### src/rtl/program_counter_stack_if.sv
// Sequencing bus between the control unit (master) and the program counter
// with return-address stack (slave). clk/rst stay outside as plain ports.
interface program_counter_stack_if #(
   parameter int WIDTH       = 8,
   parameter int STACK_DEPTH = 4
);
   localparam int SPW = $clog2(STACK_DEPTH) + 1;

   logic             pc_enable;
   logic             jump;
   logic             branch;
   logic             call;
   logic             ret;
   logic [WIDTH-1:0] target_addr;
   logic [WIDTH-1:0] branch_offset;
   logic [WIDTH-1:0] count;
   logic [SPW-1:0]   sp;
   logic             stack_full;
   logic             stack_empty;
   logic             ovf_err;
   logic             unf_err;

   // Strobes are level-qualified by pc_enable; one operation is taken per enabled edge.
   modport master (
      output pc_enable, jump, branch, call, ret, target_addr, branch_offset,
      input  count, sp, stack_full, stack_empty, ovf_err, unf_err
   );

   modport slave (
      input  pc_enable, jump, branch, call, ret, target_addr, branch_offset,
      output count, sp, stack_full, stack_empty, ovf_err, unf_err
   );
endinterface

### src/rtl/program_counter_stack.sv
// Program counter with jump, signed branch and call/return through a
// return-address stack. Priority when enabled: ret > call > jump > branch > increment.
module program_counter_stack #(
   parameter int               WIDTH        = 8,
   parameter int               STACK_DEPTH  = 4,
   parameter logic [WIDTH-1:0] RESET_VECTOR = '0
) (
   input  logic                     clk,
   input  logic                     rst,
   program_counter_stack_if.slave   pc_if
);
   localparam int AW  = $clog2(STACK_DEPTH);
   localparam int SPW = AW + 1;

   logic [WIDTH-1:0] count_q, count_d;
   logic [SPW-1:0]   sp_q, sp_d;
   logic             ovf_q, ovf_d;
   logic             unf_q, unf_d;
   logic [WIDTH-1:0] stack_q [STACK_DEPTH];

   logic [WIDTH-1:0] count_inc;
   logic [SPW-1:0]   sp_dec;
   logic [AW-1:0]    push_idx;
   logic [AW-1:0]    pop_idx;
   logic             push_en;
   logic             full;
   logic             empty;

   assign count_inc = count_q + WIDTH'(1);
   assign sp_dec    = sp_q - SPW'(1);
   assign push_idx  = sp_q[AW-1:0];
   assign pop_idx   = sp_dec[AW-1:0];
   assign full      = (sp_q == SPW'(STACK_DEPTH));
   assign empty     = (sp_q == '0);

   always_comb begin
      count_d = count_q;
      sp_d    = sp_q;
      ovf_d   = ovf_q;
      unf_d   = unf_q;
      push_en = 1'b0;
      if (pc_if.pc_enable) begin
         if (pc_if.ret) begin
            if (!empty) begin
               count_d = stack_q[pop_idx];
               sp_d    = sp_dec;
            end else begin
               count_d = count_inc;
               unf_d   = 1'b1;
            end
         end else if (pc_if.call) begin
            // A call on a full stack degrades to a plain increment.
            if (!full) begin
               push_en = 1'b1;
               count_d = pc_if.target_addr;
               sp_d    = sp_q + SPW'(1);
            end else begin
               count_d = count_inc;
               ovf_d   = 1'b1;
            end
         end else if (pc_if.jump) begin
            count_d = pc_if.target_addr;
         end else if (pc_if.branch) begin
            count_d = count_q + pc_if.branch_offset;
         end else begin
            count_d = count_inc;
         end
      end
   end

   always_ff @(posedge clk or negedge rst) begin
      if (!rst) begin
         count_q <= RESET_VECTOR;
         sp_q    <= '0;
         ovf_q   <= 1'b0;
         unf_q   <= 1'b0;
      end else begin
         count_q <= count_d;
         sp_q    <= sp_d;
         ovf_q   <= ovf_d;
         unf_q   <= unf_d;
      end
   end

   // Stack contents are not reset; a push during reset is abandoned.
   always_ff @(posedge clk) begin
      if (push_en && rst) begin
         stack_q[push_idx] <= count_inc;
      end
   end

   assign pc_if.count       = count_q;
   assign pc_if.sp          = sp_q;
   assign pc_if.stack_full  = full;
   assign pc_if.stack_empty = empty;
   assign pc_if.ovf_err     = ovf_q;
   assign pc_if.unf_err     = unf_q;
endmodule
### src/flat_wrapper.sv
// flat-port wrapper written by rule: the top's interface ports become plain ports
module program_counter_stack_flat 
#(
   parameter int               WIDTH        = 8,
   parameter int               STACK_DEPTH  = 4,
   parameter logic [WIDTH-1:0] RESET_VECTOR = '0
)
  (clk, rst, pc_if_pc_enable, pc_if_jump, pc_if_branch, pc_if_call, pc_if_ret, pc_if_target_addr, pc_if_branch_offset, pc_if_count, pc_if_sp, pc_if_stack_full, pc_if_stack_empty, pc_if_ovf_err, pc_if_unf_err);
  program_counter_stack_if #(.WIDTH(WIDTH), .STACK_DEPTH(STACK_DEPTH)) pc_if_i ();
  input  logic clk;
  input  logic rst;
  input wire logic [$bits(pc_if_i.pc_enable)-1:0] pc_if_pc_enable;
  input wire logic [$bits(pc_if_i.jump)-1:0] pc_if_jump;
  input wire logic [$bits(pc_if_i.branch)-1:0] pc_if_branch;
  input wire logic [$bits(pc_if_i.call)-1:0] pc_if_call;
  input wire logic [$bits(pc_if_i.ret)-1:0] pc_if_ret;
  input wire logic [$bits(pc_if_i.target_addr)-1:0] pc_if_target_addr;
  input wire logic [$bits(pc_if_i.branch_offset)-1:0] pc_if_branch_offset;
  output wire logic [$bits(pc_if_i.count)-1:0] pc_if_count;
  output wire logic [$bits(pc_if_i.sp)-1:0] pc_if_sp;
  output wire logic [$bits(pc_if_i.stack_full)-1:0] pc_if_stack_full;
  output wire logic [$bits(pc_if_i.stack_empty)-1:0] pc_if_stack_empty;
  output wire logic [$bits(pc_if_i.ovf_err)-1:0] pc_if_ovf_err;
  output wire logic [$bits(pc_if_i.unf_err)-1:0] pc_if_unf_err;
  assign pc_if_i.pc_enable = pc_if_pc_enable;
  assign pc_if_i.jump = pc_if_jump;
  assign pc_if_i.branch = pc_if_branch;
  assign pc_if_i.call = pc_if_call;
  assign pc_if_i.ret = pc_if_ret;
  assign pc_if_i.target_addr = pc_if_target_addr;
  assign pc_if_i.branch_offset = pc_if_branch_offset;
  assign pc_if_count = pc_if_i.count;
  assign pc_if_sp = pc_if_i.sp;
  assign pc_if_stack_full = pc_if_i.stack_full;
  assign pc_if_stack_empty = pc_if_i.stack_empty;
  assign pc_if_ovf_err = pc_if_i.ovf_err;
  assign pc_if_unf_err = pc_if_i.unf_err;
  program_counter_stack #(.WIDTH(WIDTH), .STACK_DEPTH(STACK_DEPTH), .RESET_VECTOR(RESET_VECTOR)) u_core (.clk(clk), .rst(rst), .pc_if(pc_if_i));
endmodule
### config.mk
export PLATFORM = sky130hd
export DESIGN_NAME = program_counter_stack_flat
export DESIGN_NICKNAME = d
export VERILOG_FILES = /design/src/rtl/program_counter_stack_if.sv /design/src/rtl/program_counter_stack.sv /design/src/flat_wrapper.sv
export SDC_FILE = /design/constraint.sdc
export NUM_CORES = 1
export LEC_CHECK = 0
export ABC_CLOCK_PERIOD_IN_PS = 3050
export BUFFER_PORTS_ARGS = -buffer_cell sky130_fd_sc_hd__buf_4
export CAP_MARGIN = 20
export CORE_MARGIN = 5
export CORE_UTILIZATION = 55
export CTS_CLUSTER_DIAMETER = 120
export CTS_CLUSTER_SIZE = 20
export DETAILED_ROUTE_END_ITERATION = 12
export GPL_TIMING_DRIVEN = 0
export PLACE_DENSITY = 0.77
export RECOVER_POWER = 50
export SLEW_MARGIN = 20
export SYNTH_ARGS = -nofsm -noshare
export SYNTH_HDL_FRONTEND = slang
export SYNTH_SLANG_ARGS = --single-unit
export TNS_END_PERCENT = 30
### constraint.sdc
create_clock -name clk -period 3.05 [get_ports clk]
set_input_delay 0.1525 -clock clk [delete_from_list [all_inputs] [get_ports clk]]
set_output_delay 0.1525 -clock clk [all_outputs]
set_load 0.02 [all_outputs]
==> results.json, run 1 <==
{
  "syn_avg_cell_area_um2": 12.0,
  "netlist_top_cells_area": "edfxtp_1 (36%), dfrtp_1 (12%), ha_1 (6.1%)",
  "p_comb_share_pct": 49.4,
  "antenna_found_initial": 0,
  "root_buffer": "clkbuf_8",
  "syn_inst": 223,
  "setup_tns_ns": 0,
  "tightest_slew_ns": 0.835,
  "rsz0062_at_grt": "no",
  "grt_use_met2_pct": 31.4,
  "die_w_um": 79.7,
  "max_freq_mhz": 395,
  "outcome": "finished, final reports clean",
  "p_sw_mw": 1.06,
  "vias_per_cell": 5.63,
  "hold_class": "in2reg",
  "finalPower_mw": 2.61,
  "timing.final.crit_share_pct": 83.0,
  "wl_per_cell_um": 17.1,
  "cts_tree": "done",
  "finClkSkew_ns": 0.00835,
  "ant_nets": 0,
  "postCtsSetupBuffers": 0,
  "power_frac_seq_pct": 36.4,
  "synthArstFlopShare_pct": 28.9,
  "yosysTopAreaCellShare_pct": 36.0,
  "fillers": 403,
  "grt_most_used_layer": "met2",
  "dpl_worst_slack_ns": 0.521,
  "setup_violations": 0,
  "grtUsageMet3_pct": 3.61,
  "drt_iter0_markers": 137,
  "syn_area_um2": 2670,
  "power_switching_share_pct": 40.8,
  "grt_pass1_wl_um": 8960,
  "ys_seq_area_share_pct": 48.1,
  "arrival_ns": 2.48,
  "io_buffers": 35,
  "internal_power_mw": 1.54,
  "power_density_nw_per_um2": 852,
  "worstSetupStartpointType": "flop",
  "synthFlopType": "edfxtp_1",
  "synth_warnings": 0,
  "route.detailed.drc": 0,
  "place.gp.congestion": 0.819,
  "cap_violations": 0,
  "diodes": 0,
  "synth_edf_count": 32,
  "end_kind": "flop",
  "drt_wl_total_um": 5710,
  "drive_above_1_share_pct": 18.7,
  "grt_max_degree": 15,
  "synth_nets": 260,
  "htree_num_levels": 2,
  "worstPathMaxFanout": 10,
  "hold_slack_ns": 0.184,
  "rows": 25,
  "die_h_um": 79.7,
  "nNetsFinal": 303,
  "peakVddDrop_mv": 0.412,
  "slew_violations": 0,
  "initial_core_util_pct": 56.6,
  "worst_ep_required_time_ns": 3.00,
  "use_met1_pct": 24.6,
  "ctsResizeCount": 0,
  "grt.overflow.total": 0,
  "coreArea_um2": 4720,
  "dp_hpwl_um": 4260,
  "cts_buffer_depth": 2,
  "ys_seq_elements": 45,
  "setup_slack_ns": 0.518,
  "area_delta_synth_final_pct": 14.5,
  "dr.pass1.iters": 4,
  "min_period_ns": 2.53,
  "io_pins": 38,
  "die-area_um2": 6350,
  "slew_headroom_pct": 44.3,
  "cts_sinks": 45,
  "power.leakage_nw": 1.20,
  "cts_buffers": 5,
  "grt_usage_pct": 19.0,
  "power_frac_clock_pct": 14.2,
  "yosysUniqueCellTypes": 56,
  "synth_top_area_cell": "edfxtp_1",
  "clkLatencyLatePin_ns": 0.30,
  "finalHoldViolations": 0,
  "cts_hold_buf": 1,
  "via_count": 1881,
  "path_class": "reg2reg",
  "path_clk_slew_ns": 0.09,
  "grt_pass1_vias": 1848
}
[through the flow]
step                      area, µm²  utilization [%]  instances
after floorplan                2670                -        223
after CTS                      3120             66.0        334
after global placement         3020             63.9        325
final                          3060             64.7        334
after global routing           3060             64.7        334
after detailed placement       3020             63.9        325
[cells in the final DEF, fill, tap and decap left out, types with 6 or more instances in the layout]
cell      count
mux4_1        6
buf_4        23
nand2_1      13
ha_1         13
clkbuf_8      8
a21oi_1      12
dfrtp_1      13
o21ai_0       6
inv_1        10
edfxtp_1     32
xor2_1       12
nand3_1       6
nor2_1       20
clkbuf_1     16
[state kept, by name, summed over array words and instances, names as in the netlist]
register / count
u_core.pc_if.unf_err: 1
u_core.stack_q: 32
u_core.pc_if.ovf_err: 1
u_core.pc_if.count: 8
u_core.pc_if.sp: 3
[final timing paths]
| check | from | end | slack (ns) | cells past startpoint |
|---|---|---|---|---|
| max | u_core.pc_if.sp[0]$_DFFE_PN0P_ | u_core.stack_q[1][2]$_DFFE_PP_ | 0.52 | 8 |
| min | pc_if_target_addr[3] | u_core.pc_if.count[3]$_DFFE_PN0P_ | 0.18 | 3 |
| max reg2reg | u_core.pc_if.sp[0]$_DFFE_PN0P_ | u_core.stack_q[1][2]$_DFFE_PP_ | 0.52 | 8 |
| min reg2reg | u_core.pc_if.unf_err$_DFFE_PN0P_ | u_core.pc_if.unf_err$_DFFE_PN0P_ | 0.49 | 1 |
| max in group asynchronous | rst | u_core.pc_if.count[7]$_DFFE_PN0P_ | 2.06 | 2 |
| min in group asynchronous | rst | u_core.pc_if.sp[2]$_DFFE_PN0P_ | 0.48 | 2 |
[cells by family (layout without fill, tap and decap cells)]
logic type | Yosys count | count (layout) | share of synthesized area [%]
muxes | 11 | 11 | 8.76
DFF | 45 | 45 | 48.1
AOI/OAI and AO/OA | 50 | 50 | 13.0
and+or+nand+nor | 69 | 69 | 13.6
adders and majority gates | 14 | 14 | 6.84
xor gates and xnor gates | 14 | 14 | 4.59
buffers and inverters | 20 | 64 | 5.10
[final cells by class]
type	count	area, µm²	area share [%]
Inverter	10	37.5	1.23
Clock buffer	6	72.6	2.37
Timing Repair Buffer	36	220	7.20
Buffer	10	98.8	3.23
Clock inverter	2	15.0	0.491
Multi-Input combinational cell	158	1240	40.7
Sequential cell	45	1290	42.1
Tap cell	67	83.8	2.74
[cell usage after synthesis (all sizes together) (4+ instances only)]
cell and n:
nor2 21, inv 10, a31oi 4, nand3 6, nand2 13, o21ai 6, ha 13, buf 4
clkbuf 5, o22ai 4, a211oi 4, xor2 12, and2 6, nor2b 6, dfrtp 13, edfxtp 32
nor3 4, mux4 8, a21oi 12
[metal layers]
metal / wire [µm] / up-vias
li1: - / 921
met1: 2530 / 916
met2: 2840 / 36
met3: 246 / 8
met4: 95 / 0
met5: 0 / -
[power groups by stage]
stage | clock network (mW) | registers, mW | logic [mW]
2_1_floorplan | 0 | 1.03 | 0.870
3_3_place_gp | 0 | 0.961 | 1.32
3_5_place_dp | 0 | 0.963 | 1.35
4_1_cts | 0.379 | 0.950 | 1.35
5_1_grt | 0.410 | 0.970 | 1.41
6_report | 0.370 | 0.948 | 1.29
[worst max-delay path, cell delays in order, from the launching register on]
cell and delay, ns:
dfrtp_1 0.41, buf_6 0.19, inv_1 0.09, ha_1 0.20, buf_4 0.17, and2_1 0.22
nor2_2 0.24, and3_1 0.24, and2_1 0.41
Power figures use the tool's default switching activity.
==> run 2, diff against run 1 <==
Settings changed: ABC_CLOCK_PERIOD_IN_PS 3050 to 2100, CORE_UTILIZATION 55 to 52, PLACE_DENSITY 0.77 to 0.76.
Clock period 3.05 ns to 2.1 ns, I/O delays scaled along.
==> results.json, run 2 (same netlist as run 1, synthesis figures left out) <==
{
  "outcome": "finished, final reports clean",
  "final_cell_mix": "edfxtp_1 (32), buf_4 (26), nor2_1 (20)",
  "max_freq_mhz": 495,
  "power_switching_share_pct": 39.3,
  "path_clk_slew_ns": 0.09,
  "setup_slack_ns": 0.0778,
  "grt_max_degree": 15,
  "slew_violations": 0,
  "diodes": 0,
  "peakVddDrop_mv": 0.744,
  "path_class": "reg2reg",
  "slew_headroom_pct": 43.7,
  "cts_buffers": 5,
  "final_common_cell": "edfxtp_1",
  "cts_sinks": 45,
  "tightest_slew_ns": 0.844,
  "htree_num_levels": 2,
  "regMostFlops": "u_core.stack_q",
  "min_period_ns": 2.02,
  "worstSetupStartpointType": "flop",
  "r2r_slack_ns": 0.08,
  "p_comb_share_pct": 49.1,
  "die_w_um": 81.7,
  "dp_hpwl_um": 4190,
  "setup_violations": 0,
  "hold_class": "in2reg",
  "finalHoldViolations": 0,
  "end_kind": "flop",
  "io_pins": 38,
  "io_buffers": 35,
  "power.leakage_nw": 1.24,
  "ant_nets": 0,
  "cts_tree": "done",
  "postPlaceCellArea_um2": 3040,
  "drive_above_1_share_pct": 24.4,
  "drt_iter0_markers": 136,
  "cap_violations": 0,
  "cts_buffer_depth": 2,
  "vias_per_cell": 5.62,
  "route.detailed.drc": 0,
  "grt_usage_pct": 18.4,
  "dr.pass1.iters": 4,
  "power_frac_seq_pct": 34.6,
  "fin_util_pct": 62.6,
  "rows": 26,
  "drt_wl_total_um": 5830,
  "place.gp.congestion": 0.833,
  "die-area_um2": 6670,
  "clkLatencyLatePin_ns": 0.30,
  "nNetsFinal": 307,
  "p_sw_mw": 1.56,
  "wl_per_cell_um": 17.1,
  "rsz0062_at_grt": "no",
  "dpl_worst_slack_ns": -0.161,
  "power_density_nw_per_um2": 1260,
  "root_buffer": "clkbuf_8",
  "area_delta_synth_final_pct": 18.2,
  "coreArea_um2": 5040,
  "stdcell_area_um2": 3160,
  "grt_pass1_vias": 1858,
  "worstPathMaxFanout": 9,
  "antenna_found_initial": 0,
  "fillers": 411,
  "setup_tns_ns": 0,
  "via_count": 1916,
  "grt_pass1_wl_um": 9140,
  "initial_core_util_pct": 53.0,
  "timing.final.crit_share_pct": 96.3,
  "die_h_um": 81.7,
  "arrival_ns": 2.26,
  "largest_reg_flops": 32,
  "grt.overflow.total": 0,
  "power_frac_clock_pct": 16.3,
  "worst_ep_required_time_ns": 2.33,
  "internal_power_mw": 2.42,
  "finClkSkew_ns": 0.0146
}
## run 2: changes by cell type in the layout (fill, tap and decap cells not counted), sizes merged
cell	previous run	this run
buf	25	29
bufinv	0	1
clkbuf	25	24
clkinv	0	1
clkinvlp	2	1
## run 2: final timing paths
check / startpoint / end / cells past startpoint
worst max-delay path: u_core.pc_if.count[0]$_DFFE_PN0P_ / u_core.pc_if.count[4]$_DFFE_PN0P_ / 8
worst min-delay path: pc_if_target_addr[0] / u_core.pc_if.count[0]$_DFFE_PN0P_ / 3
worst max register to register: u_core.pc_if.count[0]$_DFFE_PN0P_ / u_core.pc_if.count[4]$_DFFE_PN0P_ / 8
worst min register to register: u_core.pc_if.ovf_err$_DFFE_PN0P_ / u_core.pc_if.ovf_err$_DFFE_PN0P_ / 1
max in group asynchronous: rst / u_core.pc_if.sp[0]$_DFFE_PN0P_ / 2
min in group asynchronous: rst / u_core.pc_if.count[5]$_DFFE_PN0P_ / 2
## run 2: final cells by class
class / instances / area, µm² / share of cell area [%]
clock buffer: 5 / 68.8 / 2.18
buffer: 10 / 106 / 3.37
clock inverter: 3 / 41.3 / 1.31
inverter: 10 / 37.5 / 1.19
sequential: 45 / 1290 / 40.8
multi-input combinational: 158 / 1280 / 40.5
timing repair buffer: 40 / 250 / 7.92
tap: 70 / 87.6 / 2.77
## run 2: per-stage QoR
| step | hold WS [ns] | instances | total power, mW |
|---|---|---|---|
| final | 0.121 | 341 | 3.98 |
| after global routing | 0.131 | 341 | 4.25 |
| after CTS | 0.120 | 340 | 4.05 |
| after detailed placement | -0.0301 | 328 | 3.36 |
| after global placement | -0.0309 | 328 | 3.33 |
| after floorplan | -0.191 | 223 | 2.77 |
## run 2: worst max-delay path: stages (launching register included)
cell,delay [ns]
dfrtp_2,0.47
ha_1,0.20
inv_1,0.05
fa_1,0.41
nor2b_2,0.16
o21ai_0,0.09
a211oi_1,0.27
o311ai_0,0.15
a21oi_1,0.16
## run 2: per-layer routing
metal	global-route usage [%]	vias up	share of wire, %
li1	-	931	-
met1	24.4	944	46
met2	30.6	36	49
met3	3.84	5	3.8
met4	5.15	0	0.53
met5	0	-	0
## run 2: power by group through the flow
stage               clock network (mW)  registers [mW]  logic, mW
finish                           0.647            1.38       1.96
global route                     0.703            1.40       2.14
CTS                              0.653            1.38       2.02
detailed placement                   0            1.40       1.96
global placement                     0            1.40       1.94
floorplan                            0            1.50       1.27
## run 2: what timing repair did
action,CTS,global route
pin swaps,2,1
resized for setup,6,6
setup endpoints to repair,39,10
endpoints found under the hold margin,13,0
setup buffers,3,1
hold buffers,1,0
cloned,0,0
